[config.mk]
export PLATFORM = sky130hd
export DESIGN_NAME = nfu_1a_sched
export DESIGN_NICKNAME = d
export VERILOG_FILES = /design/src/rtl/nfu_1a_sched_pkg.sv /design/src/rtl/nfu_1a_sched_lane_pick.sv /design/src/rtl/nfu_1a_sched.sv
export SDC_FILE = /design/constraint.sdc
export NUM_CORES = 2
export LEC_CHECK = 0
export ABC_AREA = 1
export CORE_AREA = 2 2 709 711
export CTS_CLUSTER_SIZE = 30
export DETAILED_ROUTE_END_ITERATION = 6
export DIE_AREA = 0 0 711 713
export MAX_ROUTING_LAYER = met4
export PLACE_DENSITY = 0.31
export SLEW_MARGIN = 15
export SYNTH_ARGS = -nofsm -noshare
export SYNTH_HDL_FRONTEND = slang
export SYNTH_SLANG_ARGS = --single-unit
[constraint.sdc]
create_clock -name clk -period 19 [get_ports clk]
set_input_delay 1.9 -clock clk [delete_from_list [all_inputs] [get_ports clk]]
set_output_delay 1.9 -clock clk [all_outputs]
set_load 0.05 [all_outputs]
[src/rtl/nfu_1a_sched_pkg.sv]
// Shared NFU-1A definitions: brick geometry, scheduler FSM encoding and the
// select-code mapping used by both the scheduler and the downstream mux stage.
package nfu_1a_sched_pkg;

  localparam int NFU_BIT_WIDTH = 16;
  localparam int NFU_TN        = 16;
  localparam int NFU_TNXTN     = NFU_TN * NFU_TN;
  localparam int NFU_D         = 3;
  localparam int NFU_SEL_WIDTH = 2;

  typedef enum logic {
    FILL  = 1'b0,
    DRAIN = 1'b1
  } sched_state_t;

  // Position 0 (the current brick) maps to code d; candidate p maps to p-1.
  function automatic int sel_code(input int p, input int d);
    return (p == 0) ? d : p - 1;
  endfunction

endpackage

[src/rtl/nfu_1a_sched_lane_pick.sv]
// One lane's priority encoder: lowest pending window position becomes the
// mux select, the lane-valid flag and a one-hot clear mask.
module nfu_1a_lane_pick
  import nfu_1a_sched_pkg::*;
#(
  parameter int D         = NFU_D,
  parameter int SEL_WIDTH = NFU_SEL_WIDTH
) (
  input  logic [D:0]           pend,
  output logic [SEL_WIDTH-1:0] sel,
  output logic                 lane_vld,
  output logic [D:0]           clr
);

  always_comb begin
    sel      = SEL_WIDTH'(D);
    lane_vld = 1'b0;
    clr      = '0;
    // Scan high to low so the lowest pending position wins.
    for (int p = D; p >= 0; p--) begin
      if (pend[p]) begin
        sel      = SEL_WIDTH'(sel_code(p, D));
        lane_vld = 1'b1;
        clr      = '0;
        clr[p]   = 1'b1;
      end
    end
  end

endmodule

[src/rtl/nfu_1a_sched.sv]
// NFU-1A zero-skipping scheduler: collects a window of D+1 bricks, then drains
// one beat per remaining nonzero value in the busiest lane.
module nfu_1a_sched
  import nfu_1a_sched_pkg::*;
#(
  parameter int BIT_WIDTH = NFU_BIT_WIDTH,
  parameter int Tn        = NFU_TN,
  parameter int TnxTn     = NFU_TNXTN,
  parameter int D         = NFU_D,
  parameter int SEL_WIDTH = NFU_SEL_WIDTH
) (
  input  logic                       clk,
  input  logic                       rst,
  input  logic [BIT_WIDTH*Tn-1:0]    i_brick,
  input  logic                       i_valid,
  output logic                       o_ready,
  output logic [BIT_WIDTH*Tn-1:0]    o_cur_inputs,
  output logic [BIT_WIDTH*Tn*D-1:0]  o_repl_cands,
  output logic [SEL_WIDTH*TnxTn-1:0] o_sel_lines,
  output logic [Tn-1:0]              o_lane_vld,
  output logic                       o_valid,
  input  logic                       i_ready,
  output logic                       o_last,
  output logic [15:0]                o_skip_cnt
);

  localparam int FCNT_W = (D > 0) ? $clog2(D + 1) : 1;
  localparam logic [SEL_WIDTH-1:0] SEL_IDLE = SEL_WIDTH'(D);

  sched_state_t state, state_nxt;
  logic [FCNT_W-1:0]    fcnt;
  logic [15:0]          skip_cnt;
  logic [D:0]           pend      [Tn];
  logic [D:0]           pend_left [Tn];
  logic [D:0]           lane_clr  [Tn];
  logic [SEL_WIDTH-1:0] lane_sel  [Tn];
  logic [BIT_WIDTH-1:0] win       [D+1][Tn];
  logic [Tn-1:0]        lane_vld;
  logic [Tn-1:0]        brick_nz;
  logic                 load, fill_end, active, fire, any_pend, win_last;

  assign o_ready  = (state == FILL) && !rst;
  assign active   = (state == DRAIN) && !rst;
  assign load     = o_ready && i_valid;
  assign fill_end = load && (fcnt == FCNT_W'(D));
  assign fire     = active && i_ready;

  for (genvar l = 0; l < Tn; l++) begin : g_lane
    nfu_1a_lane_pick #(
      .D         (D),
      .SEL_WIDTH (SEL_WIDTH)
    ) u_pick (
      .pend     (pend[l]),
      .sel      (lane_sel[l]),
      .lane_vld (lane_vld[l]),
      .clr      (lane_clr[l])
    );
    assign pend_left[l] = pend[l] & ~lane_clr[l];
  end

  always_comb begin
    brick_nz = '0;
    any_pend = 1'b0;
    win_last = 1'b1;
    for (int l = 0; l < Tn; l++) begin
      brick_nz[l] = (i_brick[l*BIT_WIDTH +: BIT_WIDTH] != '0);
      any_pend    = any_pend | brick_nz[l] | (|pend[l]);
      if (pend_left[l] != '0) win_last = 1'b0;
    end
  end

  always_comb begin
    state_nxt = state;
    case (state)
      FILL:    if (fill_end && any_pend) state_nxt = DRAIN;
      DRAIN:   if (fire && win_last) state_nxt = FILL;
      default: state_nxt = FILL;
    endcase
  end

  always_ff @(posedge clk) begin
    if (rst) state <= FILL;
    else     state <= state_nxt;
  end

  // Window capture, pending-bit bookkeeping and skip counting.
  always_ff @(posedge clk) begin
    if (rst) begin
      fcnt     <= '0;
      skip_cnt <= '0;
      for (int l = 0; l < Tn; l++) begin
        pend[l] <= '0;
        for (int p = 0; p <= D; p++) win[p][l] <= '0;
      end
    end else if (load) begin
      for (int l = 0; l < Tn; l++) begin
        win[fcnt][l]  <= i_brick[l*BIT_WIDTH +: BIT_WIDTH];
        pend[l][fcnt] <= brick_nz[l];
      end
      if (fill_end) begin
        fcnt <= '0;
        if (!any_pend) skip_cnt <= skip_cnt + 16'd1;
      end else begin
        fcnt <= fcnt + FCNT_W'(1);
      end
    end else if (fire) begin
      for (int l = 0; l < Tn; l++) pend[l] <= pend_left[l];
    end
  end

  // Output beat: everything idles to zero / select D outside an active drain.
  always_comb begin
    o_cur_inputs = '0;
    o_repl_cands = '0;
    o_sel_lines  = {TnxTn{SEL_IDLE}};
    for (int l = 0; l < Tn; l++) begin
      if (active) begin
        if (lane_vld[l]) o_cur_inputs[l*BIT_WIDTH +: BIT_WIDTH] = win[0][l];
        for (int d = 0; d < D; d++)
          o_repl_cands[(l*D+d)*BIT_WIDTH +: BIT_WIDTH] = win[d+1][l];
        for (int m = 0; m < Tn; m++)
          o_sel_lines[(l*Tn+m)*SEL_WIDTH +: SEL_WIDTH] = lane_sel[l];
      end
    end
  end

  assign o_valid    = active;
  assign o_last     = active && win_last;
  assign o_lane_vld = active ? lane_vld : '0;
  assign o_skip_cnt = skip_cnt;

endmodule
# Word-level counts from Yosys, hierarchy flattened
# Memories as Yosys holds them, arrays and structs flattened.
# Index checks and enable logic that the tools add are counted.
op_classes:
  n_addsub: 2
  n_lt_le_gt_ge: 2
  eq_ne: 1
  mux: 420
  n_bitwise: 193
  reduce_logical: 60
ops:
  columns: ["cell", "count"]
  rows:
  - ["two-way mux 48 bit", 16]
  - ["two-way mux 16 bit", 33]
  - ["two-way mux 32 bit", 16]
  - ["two-way mux 4 bit", 65]
  - ["two-way mux 256 bit", 1]
  - ["nonzero test 16 bit", 16]
  - ["OR reduction 256 bit", 1]
  - ["two-way mux 1 bit", 237]
  - ["OR 1 bit", 159]
  - ["two-way mux 2 bit", 50]
  - ["AND 4 bit", 16]
  - ["NOT 4 bit", 16]
  - ["nonzero test 4 bit", 16]
  - ["OR reduction 4 bit", 16]
  - ["adder 16 x 1 -> 16 bit (second input constant)", 1]
  - ["logical AND 1 bit", 9]
  - ["< comparator 2 x 3 -> 1 bit (second input constant)", 1]
  - ["AND reduction 3 bit", 1]
  - ["adder 2 x 1 -> 2 bit (second input constant)", 1]
  - ["demux 1 bit (select 2 bit)", 1]
  - ["equality test 2 bit (second input constant)", 1]
  - ["greater-or-equal comparator 2 x 1 -> 1 bit (second input constant)", 1]
  - ["NOT 1 bit", 2]
  - ["one-hot mux 1 bit (2 select lines)", 1]
  - ["logical NOT 1 bit", 1]
word_totals:
  regBits: 19
  ram_bits: 1088
  out_inout_bits: 1571
  n_memories: 2
memory_table:
  columns: ["memory", "words", "width", "read_ports", "rd_ports_with_merged_regs", "wr", "line", "source"]
  rows:
  - ["win", 4, 256, 4, 0, 4, "nfu_1a_sched.sv:37", "logic [BIT_WIDTH-1:0] win [D+1][Tn];"]
  - ["pend", 16, 4, 16, 0, 16, "nfu_1a_sched.sv:33", "logic [D:0] pend [Tn];"]

# Longest topological paths before layout
# An unclocked memory read counts as a cell.
depth:
  depth_word: 36
  mapped_depth: 13
  depth_no_buf: 12

# Modules after synthesis
# From an unflattened synthesis, not the netlist that was laid out.
unflattened:
  hier_cells: 6183
  area_unflattened_um2: 54816.3
by_module_without_submodules:
  columns: ["module", "n_inst", "cells_per_inst", "area_per_inst_um2"]
  rows:
  - ["nfu_1a_sched", 1, 5959, 53835.4]
  - ["nfu_1a_lane_pick", 16, 14, 61.3]

# Worst setup path before layout
# No wires, ideal clock.
synth_path:
  path_kind: "input to register"
  start: "input port rst"
  end: "memory win[1][0] (netlist name), enable pin"
  t_arrival_ns: 9.086
  required_ns: 18.371
  path_slack_ns: 9.285
  stages: 8
  n_path_buf: 3
  cell_sequence: "nor2_1 > nand2_1 > inv_1 > nand2_1 > clkbuf_1 > buf_2 > buf_2 > nand2_1"
synth_rtl:
  columns: ["item", "line", "source"]
  rows:
  - ["from (decl)", "nfu_1a_sched.sv:13", "input logic rst,"]
  - ["to (decl)", "nfu_1a_sched.sv:37", null]

# Final worst setup path
layout_path:
  start: "input port rst"
  end: "output port o_repl_cands[521]"
layout_between:
  elab_chain_cells: 3
layout_lines:
  columns: ["item", "line", "source"]
  rows:
  - ["logical NOT 1 bit", "nfu_1a_sched.sv:43", "assign active = (state == DRAIN) && !rst;"]
  - ["logical AND 1 bit", "nfu_1a_sched.sv:43", null]
  - ["two-way mux 48 bit", "nfu_1a_sched.sv:117", "if (active) begin"]
  - ["to (decl)", "nfu_1a_sched.sv:18", "output logic [BIT_WIDTH*Tn*D-1:0] o_repl_cands,"]
# Every way passes these cells.

==> results.json <==
{
  "synth-seq-cells": 1107,
  "path_clk_slew_ns": 0.06,
  "syn_inst": 5897,
  "critical_path_class": "in -> out",
  "fin_skew_ns": 0.05132,
  "grt_max_degree": 180,
  "syn-num-nets": 6162,
  "synthArstFlopShare_pct": 0,
  "crit_arrival_ns": 6.57,
  "synth_top_cell_area_share_pct": 61.13,
  "synth_edf_count": 1088,
  "pin_count": 1831,
  "finalMaxSlewViolations": 0,
  "drc": 0,
  "yosysSeqAreaShare_pct": 61.85,
  "final.setup.tns_ns": 0,
  "grt_pass1_vias": 45020,
  "setup_violations": 0,
  "drive_above_1_share_pct": 4.806,
  "post_drt_wl_per_cell_um": 21.84,
  "hold_buffers": 0,
  "holdCritStartpoint": "o_skip_cnt[7]",
  "cts_setup_buffers": 0,
  "status": "completed",
  "tightest_slew_ns": 1.138,
  "r2r-end": "win[1][175]",
  "hold_end": "o_skip_cnt[7]",
  "min_path_type": "reg -> reg",
  "crit_fanout": 179,
  "rows": 260,
  "slew_headroom_pct": 23.30,
  "synth_top_family_by_area": "simple AND/OR/NAND/NOR gates",
  "grt_antenna_before_repair": 46,
  "ys_types": 32,
  "cts_tree": "done",
  "synthAdderAreaFrac_pct": 0.1171,
  "r2r_cells": 8,
  "use_met2_pct": 21.06,
  "crit_path_frequent_cell": "buf_4",
  "grt_overflow": 0,
  "ir_worst_vdd_v": 0.00006231,
  "p_per_area_mw_per_mm2": 76.10,
  "grt_util_met1_pct": 13.75,
  "cap_violations": 0,
  "rsz0062_at_grt": "false",
  "min_delay_path_depth": 2,
  "grt.busiest_layer": "met2",
  "vias_per_cell": 3.045,
  "fmax_mhz": 118.1,
  "htree_levels": 4,
  "die_x_um": 711,
  "die_y_um": 713,
  "slowest_delay_ns": 0.82,
  "drtPass1Iterations": 7,
  "cts_root_buf": "clkbuf_16",
  "syn_area_sq_mm": 0.05344,
  "clk_latency_ns": 0.88,
  "grtUsageTotal_pct": 11.95,
  "ys_warn_count": 0,
  "r2r_slack_ns": 13.81,
  "core_area_sq_mm": 0.4997,
  "fillCellCount": 56560,
  "regToRegStartpoint": "state",
  "vias": 42940,
  "min_period_over_period_pct": 44.56,
  "post_cts_resized": 0,
  "p_leak_nw": 31.68,
  "gp_congestion": 0.8072,
  "hold_viol": 0,
  "cts_buffers": 155,
  "yosys.area_share.simple_pct": 18.59,
  "gr-usage-met3_pct": 2.732,
  "areaGrowthSynthToFinish_pct": 52.08,
  "fin_nets": 7542,
  "path_cells": "clkdlybuf4s50_1 > inv_1 > buf_4 > nand2_4 > buf_4 > buf_4 > buf_12 > nor2_1 > clkdlybuf4s50_1",
  "synth_area_leader_cell": "edfxtp_1",
  "synth_xor_area_share_pct": 0,
  "synthFlopType": "edfxtp_1",
  "power_mw": 6.185,
  "post-dp-hpwl_um": 237100,
  "ys_top_cells_by_area": "edfxtp_1 61%, nor2_1 16%, inv_1 9.7%, buf_4 6.7%, nand2_1 1.4%",
  "port_buffers": 1830,
  "clock_sinks": 1107,
  "startpoint_type": "primary input",
  "die_area_sq_mm": 0.5069,
  "syn_avg_cell_area_sq_um": 9.063,
  "synth_compound_area_share_pct": 1.250,
  "grt_first_pass_wirelength_um": 407400,
  "antenna_left": 0,
  "drt_iter0_drc": 2316,
  "period_needed_ns": 8.466,
  "start_util_pct": 10.70,
  "endpoint_kind": "output pin",
  "synth_mux_area_share_pct": 0,
  "wirelength_um": 308000,
  "cp_data_required_time_ns": 17.10,
  "cts_buffer_depth": 4,
  "slowest_stage": "clkdlybuf4s50_1"
}
-- cells in the mapped netlist, types with 8 or more instances --
cell      count
a21oi_1      36
buf_2        55
buf_4       480
clkbuf_1    169
dfxtp_1      19
edfxtp_1   1088
inv_1      1375
nand2_1     200
nand3_1      62
nand4_1      17
nor2_1     2269
nor2_2        8
o211ai_1     30
o21ai_0      33
-- worst max path at each step --
| stage | startpoint | endpoint | cells past startpoint |
|---|---|---|---|
| 2_1_floorplan | rst | win[1][0] | 8 |
| 3_3_place_gp | rst | o_repl_cands[521] | 9 |
| 3_5_place_dp | rst | o_repl_cands[521] | 9 |
| 4_1_cts | rst | o_repl_cands[521] | 9 |
| 5_1_grt | rst | o_repl_cands[521] | 9 |
| 6_report | rst | o_repl_cands[521] | 9 |
-- cell usage in the layout (no fill, tap or decap), drive strengths merged --
master	n
a21oi	43
and3	1
buf	111
bufinv	8
clkbuf	182
clkdlybuf4s50	1823
clkinv	70
clkinvlp	2
dfxtp	19
diode	34
edfxtp	1088
ha	5
inv	1384
nand2	203
nand3	63
nand3b	1
nand4	17
nor2	2281
nor3	7
nor4	5
o211ai	30
o21ai	34
o22ai	5
or2	5
-- cell families (layout without fill, tap and decap cells) --
group	Yosys count	after routing
AO/OA/AOI/OAI	112	112
flip-flops	1107	1107
AND/OR/NAND/NOR	2583	2583
adder cells (fa/ha/maj)	5	5
buffers and inverters	2090	3580
other	0	34
-- routing by layer --
| metal | part of all wire, % | wire, um |
|---|---|---|
| met5 | 0 | 0 |
| met4 | 2.4 | 7316 |
| met3 | 5.7 | 17580 |
| met2 | 51 | 156700 |
| met1 | 41 | 126400 |
-- stage by stage --
step | std cells | utilization [%] | cell area (sq um) | setup slack [ns] | hold slack (ns)
finish | 14100 | 16.27 | 81280 | 10.53 | 0.5348
global route | 14090 | 16.26 | 81240 | 10.10 | 0.5695
CTS | 14070 | 16.25 | 81190 | 10.26 | 0.5398
detailed placement | 13800 | 15.31 | 76490 | 10.28 | 0.5272
global placement | 13800 | 15.31 | 76490 | 10.34 | 0.5191
floorplan | 5897 | - | 53440 | 9.285 | 0.4898
-- critical path, delay by kind of cell --
kind | cells | cell delay [ns]
simple gates | 2 | 0.80
buf+inv | 7 | 3.57
-- power by group --
group,switching [mW],total [mW],internal (mW)
clock network,1.24,2.85,1.61
registers,0.0434,2.87,2.82
logic,0.358,0.472,0.114
total,1.64,6.18,4.54
-- sequential cells by signal, summed over array words and instances, names as in the netlist --
register,count
o_skip_cnt,16
fcnt,2
win,1024
pend,64
state,1
-- area by class of cell --
cell class                      instances  area [sq um]  area share [%]
Antenna cell                           34         85.08          0.1047
Clock buffer                          182          3980           4.897
Clock inverter                         85         724.4          0.8913
Inverter                             1379          5177           6.370
Multi-Input combinational cell       2700         10760           13.23
Sequential cell                      1107         33050           40.67
Tap cell                             6681          8359           10.28
Timing Repair Buffer                 1934         19140           23.55
(Power assumes the default switching activity.)
